===== src/rtl/apb_uart_v2.sv =====
// apb_uart_v2: APB UART with programmable baud divisor, optional parity,
// one/two stop bits, TX/RX FIFOs, sticky error flags and a level interrupt.

// Synchronous FIFO; a push into a full FIFO is ignored even when a pop
// happens in the same cycle (full is judged on the pre-pop count).
module apb_uart_v2_fifo #(
    parameter int DEPTH = 16,
    parameter int WIDTH = 8
) (
    input  logic             clk,
    input  logic             rst,
    input  logic             push,
    input  logic             pop,
    input  logic [WIDTH-1:0] wdata,
    output logic [WIDTH-1:0] rdata,
    output logic             empty,
    output logic             full
);
    localparam int AW = $clog2(DEPTH);

    logic [WIDTH-1:0] mem [DEPTH];
    logic [AW-1:0]    wptr, rptr;
    logic [AW:0]      count;
    logic             do_push, do_pop;

    assign empty   = (count == '0);
    assign full    = (count == (AW+1)'(DEPTH));
    assign do_push = push & ~full;
    assign do_pop  = pop & ~empty;
    assign rdata   = mem[rptr];

    // Pointer and occupancy bookkeeping
    always_ff @(posedge clk or posedge rst) begin
        if (rst) begin
            wptr  <= '0;
            rptr  <= '0;
            count <= '0;
        end else begin
            if (do_push) wptr <= wptr + AW'(1);
            if (do_pop)  rptr <= rptr + AW'(1);
            case ({do_push, do_pop})
                2'b10:   count <= count + (AW+1)'(1);
                2'b01:   count <= count - (AW+1)'(1);
                default: count <= count;
            endcase
        end
    end

    // Storage write port; contents need no reset
    always_ff @(posedge clk) begin
        if (do_push) mem[wptr] <= wdata;
    end
endmodule

module apb_uart_v2 #(
    parameter int FIFO_DEPTH = 16,
    parameter int DATA_BITS  = 8,
    parameter int DIV_RESET  = 651
) (
    input  logic        PCLK,
    input  logic        PRESET,
    input  logic [3:0]  PADDR,
    input  logic        PSEL,
    input  logic        PENABLE,
    input  logic        PWRITE,
    input  logic [31:0] PWDATA,
    output logic [31:0] PRDATA,
    output logic        PREADY,
    output logic        tx,
    input  logic        rx,
    output logic        irq
);
    localparam logic [2:0] LAST_IDX = 3'(DATA_BITS - 1);

    typedef enum logic [2:0] {S_IDLE, S_START, S_DATA, S_PAR, S_STOP} state_t;

    // ---------------- APB decode ----------------
    logic       access, wr_en, rd_en;
    logic [1:0] reg_sel;
    logic       ctrl_wr, status_wr, tx_wr, rx_rd;

    assign access    = PSEL & PENABLE;
    assign PREADY    = access;
    assign wr_en     = access & PWRITE;
    assign rd_en     = access & ~PWRITE;
    assign reg_sel   = PADDR[3:2];
    assign ctrl_wr   = wr_en & (reg_sel == 2'd1);
    assign status_wr = wr_en & (reg_sel == 2'd0);
    assign tx_wr     = wr_en & (reg_sel == 2'd2);
    assign rx_rd     = rd_en & (reg_sel == 2'd3);

    logic unused_bits;
    assign unused_bits = ^{PADDR[1:0], PWDATA[31:21]};

    // ---------------- CTRL ----------------
    logic [20:0] ctrl_q;
    logic [15:0] div;
    logic        par_en, par_odd, two_stop, rx_ie, tx_ie;

    assign div      = ctrl_q[15:0];
    assign par_en   = ctrl_q[16];
    assign par_odd  = ctrl_q[17];
    assign two_stop = ctrl_q[18];
    assign rx_ie    = ctrl_q[19];
    assign tx_ie    = ctrl_q[20];

    // Control register, written whole on a CTRL access
    always_ff @(posedge PCLK or posedge PRESET) begin
        if (PRESET)       ctrl_q <= {5'b0, 16'(DIV_RESET)};
        else if (ctrl_wr) ctrl_q <= PWDATA[20:0];
    end

    // ---------------- Baud tick ----------------
    logic [15:0] baud_cnt, div_eff;
    logic        tick;

    assign div_eff = (div == 16'd0) ? 16'd1 : div;
    assign tick    = (baud_cnt == div_eff - 16'd1);

    // Free-running divider; restarted on CTRL writes so a new DIV takes effect cleanly
    always_ff @(posedge PCLK or posedge PRESET) begin
        if (PRESET)                baud_cnt <= '0;
        else if (ctrl_wr || tick)  baud_cnt <= '0;
        else                       baud_cnt <= baud_cnt + 16'd1;
    end

    // ---------------- FIFOs ----------------
    logic [DATA_BITS-1:0] tx_head, rx_head, rx_shift;
    logic                 tx_empty, tx_full, rx_empty, rx_full;
    logic                 tx_pop, rx_push;

    apb_uart_v2_fifo #(.DEPTH(FIFO_DEPTH), .WIDTH(DATA_BITS)) u_tx_fifo (
        .clk(PCLK), .rst(PRESET), .push(tx_wr), .pop(tx_pop),
        .wdata(PWDATA[DATA_BITS-1:0]), .rdata(tx_head),
        .empty(tx_empty), .full(tx_full)
    );

    apb_uart_v2_fifo #(.DEPTH(FIFO_DEPTH), .WIDTH(DATA_BITS)) u_rx_fifo (
        .clk(PCLK), .rst(PRESET), .push(rx_push), .pop(rx_rd),
        .wdata(rx_shift), .rdata(rx_head),
        .empty(rx_empty), .full(rx_full)
    );

    // ---------------- TX engine ----------------
    state_t               tx_state, tx_next;
    logic [4:0]           tx_cnt;
    logic [2:0]           tx_idx;
    logic [DATA_BITS-1:0] tx_shift;
    logic                 tx_par_bit, tx_bit_end, tx_stop_end, tx_busy, tx_line;

    // Bits last 16 ticks; the 5-bit counter's low nibble marks each bit end,
    // the full count marks the end of a double stop bit
    assign tx_bit_end  = tick & (tx_cnt[3:0] == 4'd15);
    assign tx_stop_end = two_stop ? (tick & (tx_cnt == 5'd31)) : tx_bit_end;
    assign tx_busy     = (tx_state != S_IDLE);

    // TX state register
    always_ff @(posedge PCLK or posedge PRESET) begin
        if (PRESET) tx_state <= S_IDLE;
        else        tx_state <= tx_next;
    end

    // TX next-state and FIFO pop
    always_comb begin
        tx_next = tx_state;
        tx_pop  = 1'b0;
        case (tx_state)
            S_IDLE:  if (!tx_empty) begin
                         tx_pop  = 1'b1;
                         tx_next = S_START;
                     end
            S_START: if (tx_bit_end) tx_next = S_DATA;
            S_DATA:  if (tx_bit_end && tx_idx == LAST_IDX) tx_next = par_en ? S_PAR : S_STOP;
            S_PAR:   if (tx_bit_end) tx_next = S_STOP;
            S_STOP:  if (tx_stop_end) tx_next = S_IDLE;
            default: tx_next = S_IDLE;
        endcase
    end

    // Line level for the current state; registered below so tx is glitch-free
    always_comb begin
        tx_line = 1'b1;
        case (tx_state)
            S_START: tx_line = 1'b0;
            S_DATA:  tx_line = tx_shift[0];
            S_PAR:   tx_line = tx_par_bit;
            default: tx_line = 1'b1;
        endcase
    end

    // TX datapath: tick counter, shift register, latched parity, output flop
    always_ff @(posedge PCLK or posedge PRESET) begin
        if (PRESET) begin
            tx_cnt     <= '0;
            tx_idx     <= '0;
            tx_shift   <= '0;
            tx_par_bit <= 1'b0;
            tx         <= 1'b1;
        end else begin
            tx <= tx_line;
            if (tx_state == S_IDLE || tx_next != tx_state) tx_cnt <= '0;
            else if (tick)                                 tx_cnt <= tx_cnt + 5'd1;
            if (tx_pop) begin
                tx_shift   <= tx_head;
                tx_idx     <= '0;
                tx_par_bit <= (^tx_head) ^ par_odd;
            end else if (tx_state == S_DATA && tx_bit_end) begin
                tx_shift <= tx_shift >> 1;
                tx_idx   <= tx_idx + 3'd1;
            end
        end
    end

    // ---------------- RX engine ----------------
    state_t     rx_state, rx_next;
    logic [1:0] rx_sync;
    logic       rx_s, rx_prev, rx_fall, rx_sample, rx_par_bit;
    logic [3:0] rx_cnt;
    logic [2:0] rx_idx;

    assign rx_s      = rx_sync[1];
    assign rx_fall   = rx_prev & ~rx_s;
    assign rx_sample = tick & (rx_cnt == 4'd15);

    // Two-flop synchroniser plus edge-detect history
    always_ff @(posedge PCLK or posedge PRESET) begin
        if (PRESET) begin
            rx_sync <= 2'b11;
            rx_prev <= 1'b1;
        end else begin
            rx_sync <= {rx_sync[0], rx};
            rx_prev <= rx_s;
        end
    end

    // RX state register
    always_ff @(posedge PCLK or posedge PRESET) begin
        if (PRESET) rx_state <= S_IDLE;
        else        rx_state <= rx_next;
    end

    // RX next-state; mid-start check rejects glitches, stop sample pushes
    always_comb begin
        rx_next = rx_state;
        rx_push = 1'b0;
        case (rx_state)
            S_IDLE:  if (rx_fall) rx_next = S_START;
            S_START: if (tick && rx_cnt == 4'd7) rx_next = rx_s ? S_IDLE : S_DATA;
            S_DATA:  if (rx_sample && rx_idx == LAST_IDX) rx_next = par_en ? S_PAR : S_STOP;
            S_PAR:   if (rx_sample) rx_next = S_STOP;
            S_STOP:  if (rx_sample) begin
                         rx_push = 1'b1;
                         rx_next = S_IDLE;
                     end
            default: rx_next = S_IDLE;
        endcase
    end

    // RX datapath: the 4-bit counter wraps every 16 ticks, giving the sample spacing
    always_ff @(posedge PCLK or posedge PRESET) begin
        if (PRESET) begin
            rx_cnt     <= '0;
            rx_idx     <= '0;
            rx_shift   <= '0;
            rx_par_bit <= 1'b0;
        end else begin
            if (rx_state == S_IDLE || rx_next != rx_state) rx_cnt <= '0;
            else if (tick)                                 rx_cnt <= rx_cnt + 4'd1;
            if (rx_state == S_IDLE) rx_idx <= '0;
            if (rx_state == S_DATA && rx_sample) begin
                rx_shift <= {rx_s, rx_shift[DATA_BITS-1:1]};
                rx_idx   <= rx_idx + 3'd1;
            end
            if (rx_state == S_PAR && rx_sample) rx_par_bit <= rx_s;
        end
    end

    // ---------------- Sticky flags ----------------
    logic [3:0] flags, flag_set, flag_clr;
    logic       parity_err, frame_err, rx_overrun, tx_drop;

    assign {tx_drop, rx_overrun, frame_err, parity_err} = flags;
    assign flag_set = {tx_wr & tx_full,
                       rx_push & rx_full,
                       rx_push & ~rx_s,
                       rx_push & par_en & (rx_par_bit != ((^rx_shift) ^ par_odd))};
    assign flag_clr = status_wr ? PWDATA[7:4] : 4'b0;

    // Write-1-to-clear flags; a same-cycle event wins over the clear
    always_ff @(posedge PCLK or posedge PRESET) begin
        if (PRESET) flags <= '0;
        else        flags <= flag_set | (flags & ~flag_clr);
    end

    // ---------------- Read mux and interrupt ----------------
    // Read data is driven only during the access phase of a read
    always_comb begin
        PRDATA = '0;
        if (rd_en) begin
            case (reg_sel)
                2'd0:    PRDATA = {24'b0, flags, rx_full, tx_full, rx_empty, tx_busy};
                2'd1:    PRDATA = {11'b0, ctrl_q};
                2'd3:    PRDATA = rx_empty ? 32'd0 : {{(32-DATA_BITS){1'b0}}, rx_head};
                default: PRDATA = '0;
            endcase
        end
    end

    assign irq = (rx_ie & (~rx_empty | parity_err | frame_err | rx_overrun)) |
                 (tx_ie & tx_empty & ~tx_busy);
endmodule


===== config.mk =====
export PLATFORM = sky130hd
export DESIGN_NAME = apb_uart_v2
export DESIGN_NICKNAME = d
export VERILOG_FILES = /design/src/rtl/apb_uart_v2.sv
export SDC_FILE = /design/constraint.sdc
export NUM_CORES = 1
export LEC_CHECK = 0
export CAP_MARGIN = 15
export CORE_UTILIZATION = 65
export DETAILED_ROUTE_END_ITERATION = 16
export PLACE_DENSITY = 0.85
export SLEW_MARGIN = 10
export SYNTH_ARGS = -nofsm -noshare
export SYNTH_HDL_FRONTEND = slang
export SYNTH_SLANG_ARGS = --single-unit

===== constraint.sdc =====
create_clock -name PCLK -period 7.7 [get_ports PCLK]
set_input_delay 1.54 -clock PCLK [delete_from_list [all_inputs] [get_ports PCLK]]
set_output_delay 1.54 -clock PCLK [all_outputs]
set_load 0.01 [all_outputs]

==> out/results.txt <==
Fin crit share = 0.741
Peak supply drop = 0.243 mV
Slew @ Worst Pin = 1.14 ns
Combined area of all synthesized cells = 0.0166 mm^2
Largest net degree at the start of global routing = 69
Post-DP HPWL = 21.8 mm
Worst Skew = 0.0230 ns
Reg2reg path depth = 18
Status = complete, no violations
Sequential cell area fraction in the yosys report = 0.630
Min-Delay Path Depth = 0
Post CTS Setup Buffer Count = 0
H-tree levels = 2
Via count = 9999
Average cell area after synthesis = 14.2 um^2
Initial antenna violation count = 1
EDFF count, synth = 256
Crit path time final = 5.71 ns
Clock root buffer = clkbuf_16
Asr flop ratio synth = 0.301
Cell Area, Placed = 0.0173 mm^2
R2R Setup Slk = 1.99 ns
Min-Delay Endpoint = rx_sync[1]
Static leakage = 6.52 nW
ANT nets after route = 0
Die area = 0.0262 mm^2
Critical Path Start Type = flop
Drt drc = 0
Yosys cell types = 74
Setup_tns = 0 ns
Launch point of the worst reg-to-reg path = ctrl_q[10]
#FFs+latches synth = 366
Worst Path Required = 8.11 ns
Router iterations before antenna repair = 5
M2 GR Usage = 0.450
Top FF cell, synth = edfxtp_1
Via-to-Cell Ratio = 6.40
MaxCap Viol Count = 0
Per-cell routed wire length = 22.5 um
Slew Limit Fails = 0
Most frequent cells in the layout = edfxtp_1 (256), dfrtp_1 (99), nor2_1 (78)
Pre-CTS setup slack = 2.07 ns
Clock Latency Late Sink = 0.53 ns
Met3 usage = 0.0452
Area grow syn2layout = 11.3%
Slew HR = 0.234
Design area = 0.0184 mm^2
Gpl congestion = 0.869
Crit Path Category = flop to flop
Setup crit end kind = flop
Hold Path Origin = rx_sync[0]
RSZ-0062 raised after global routing = no
Total track usage = 0.275
Max Fanout on Critical Path = 19
Grt ovf = 0
Nets@finish = 1277
Post-cts repair resize count = 0
# hold bufs at CTS = 0
Synth Warn # = 0
Max Clock Freq = 0.175 GHz
CTS tree = built
Fill cell count = 1502
Final wirelength = 35.2 mm
FF+latch area = 0.0105 mm^2
Layout cells sized above 1 = 0.147
Die height = 162 um
Row count = 58
Most common cell after layout, fill and taps aside = edfxtp_1
HP Class = flop to flop
Hold Vio Cnt, Final = 0
Ant diodes = 0
# setup viols final = 0
Initial DRC count = 989
Pwr/cell area = 255 mW/mm^2
Core ar. = 0.0251 mm^2
Clk buf depth = 3
M1 GR Usage = 0.372
Crit path DAT = 6.12 ns
Die Span X = 162 um
Cells after Synth = 1168
Starting Density = 0.660
Gr busiest metal = met2
I/O Pins = 77
Reg clk slew, reported paths = 0.06 ns
First-pass GRT wire length = 54.6 mm
Multi-input gate area = 0.00574 mm^2
Clock sink total = 366
Port-buffer cells = 52
FF-to-FF End = u_rx_fifo.count[4]
Via count of the first global-routing pass = 9978
Fin worst setup slack = 1.99 ns
CTS buffer count = 36
## flip-flops by register name, indices dropped and copies added, names as in the netlist
register / cells
u_rx_fifo.count: 5
rx_prev: 1
rx_shift: 8
u_tx_fifo.rptr: 4
u_tx_fifo.mem: 128
u_tx_fifo.count: 5
u_rx_fifo.mem: 128
tx_cnt: 5
ctrl_q: 21
rx_par_bit: 1
tx_par_bit: 1
tx_idx: 3
u_tx_fifo.wptr: 4
rx_state: 3
u_rx_fifo.wptr: 4
baud_cnt: 16
rx_sync: 2
flags: 4
tx_shift: 8
tx: 1
rx_cnt: 4
tx_state: 3
u_rx_fifo.rptr: 4
rx_idx: 3
## Yosys cell counts, types with 10 or more instances
cell	instances	area [um^2]
buf_2	10	50.1
mux4_2	48	1080
ha_1	27	338
nand2_1	73	274
buf_4	12	90.1
clkbuf_1	43	161
mux2_2	28	315
nor2b_1	13	81.3
xnor2_1	46	403
nand2b_1	10	62.6
nor2_1	79	297
edfxtp_1	256	7690
nand3_1	32	160
and2_1	16	100
a221oi_1	18	158
o21ai_0	34	170
nand4_1	10	62.6
xor2_1	29	254
nor3_1	21	105
dfrtp_1	101	2530
a21oi_1	41	205
inv_1	23	86.3
mux2i_1	51	510
## worst max path at each step
stage / start / endpoint / slack [ns] / depth (start not counted)
after detailed placement: PADDR[2] / PRDATA[13] / 2.07 / 5
after CTS: PADDR[2] / PRDATA[13] / 2.06 / 5
after global routing: ctrl_q[9] / u_rx_fifo.count[4] / 1.68 / 18
after global placement: PADDR[2] / PRDATA[12] / 2.17 / 5
after floorplan: ctrl_q[10] / u_rx_fifo.count[4] / 2.85 / 19
final: ctrl_q[10] / u_rx_fifo.count[4] / 1.99 / 18
## cell type report
cell class,count,area share
tap,330,0.0224
clock buffer,53,0.0550
sequential,366,0.567
inverter,23,0.00482
timing repair buffer,65,0.0331
multi-input combinational,714,0.311
clock inverter,11,0.00699
## routing by layer
layer	wire (um)	share of wire
met1	14100	0.40
met5	0	0
met2	17600	0.50
met3	2350	0.067
met4	1240	0.035
## report_power, final
part	switching [mW]	total, mW	internal (mW)
clock	0.723	1.71	0.987
sequential	0.165	2.36	2.20
combinational	0.345	0.632	0.286
## through the flow
step / power [mW] / utilization / std cells / hold slack (ns)
after floorplan: 2.83 / - / 1178 / 0.345
after global placement: 2.99 / 0.688 / 1495 / 0.361
after CTS: 4.71 / 0.734 / 1559 / 0.369
after global routing: 4.87 / 0.735 / 1562 / 0.378
after detailed placement: 3.01 / 0.688 / 1495 / 0.360
final: 4.70 / 0.735 / 1562 / 0.371
## critical path, stage by stage (launching register included)
cell and delay [ns]:
dfrtp_1 0.45, or4_4 0.58, nor2_1 0.19, a41oi_1 0.21, ha_1 0.29, nor3b_1 0.20
and4_1 0.27, xnor2_1 0.13, a211oi_1 0.53, nor2_1 0.23, nor4b_4 0.67, nand2_4 0.31
ha_1 0.36, fa_1 0.43, a21o_1 0.19, a21oi_1 0.16, xor2_1 0.16, nor2_1 0.06
xor2_1 0.15
## kinds of logic (layout without fill, tap and decap cells)
logic type	count (synthesis)	count (layout)	share of synthesized area
flops	366	366	0.630
buf+inv	98	152	0.0261
other cells	1	11	0.000226
simple gates	320	320	0.103
fa+ha+maj	29	29	0.0228
xor+xnor	76	76	0.0410
compound gates	148	148	0.0591
mux	130	130	0.117
Power figures use the tool's default switching activity.
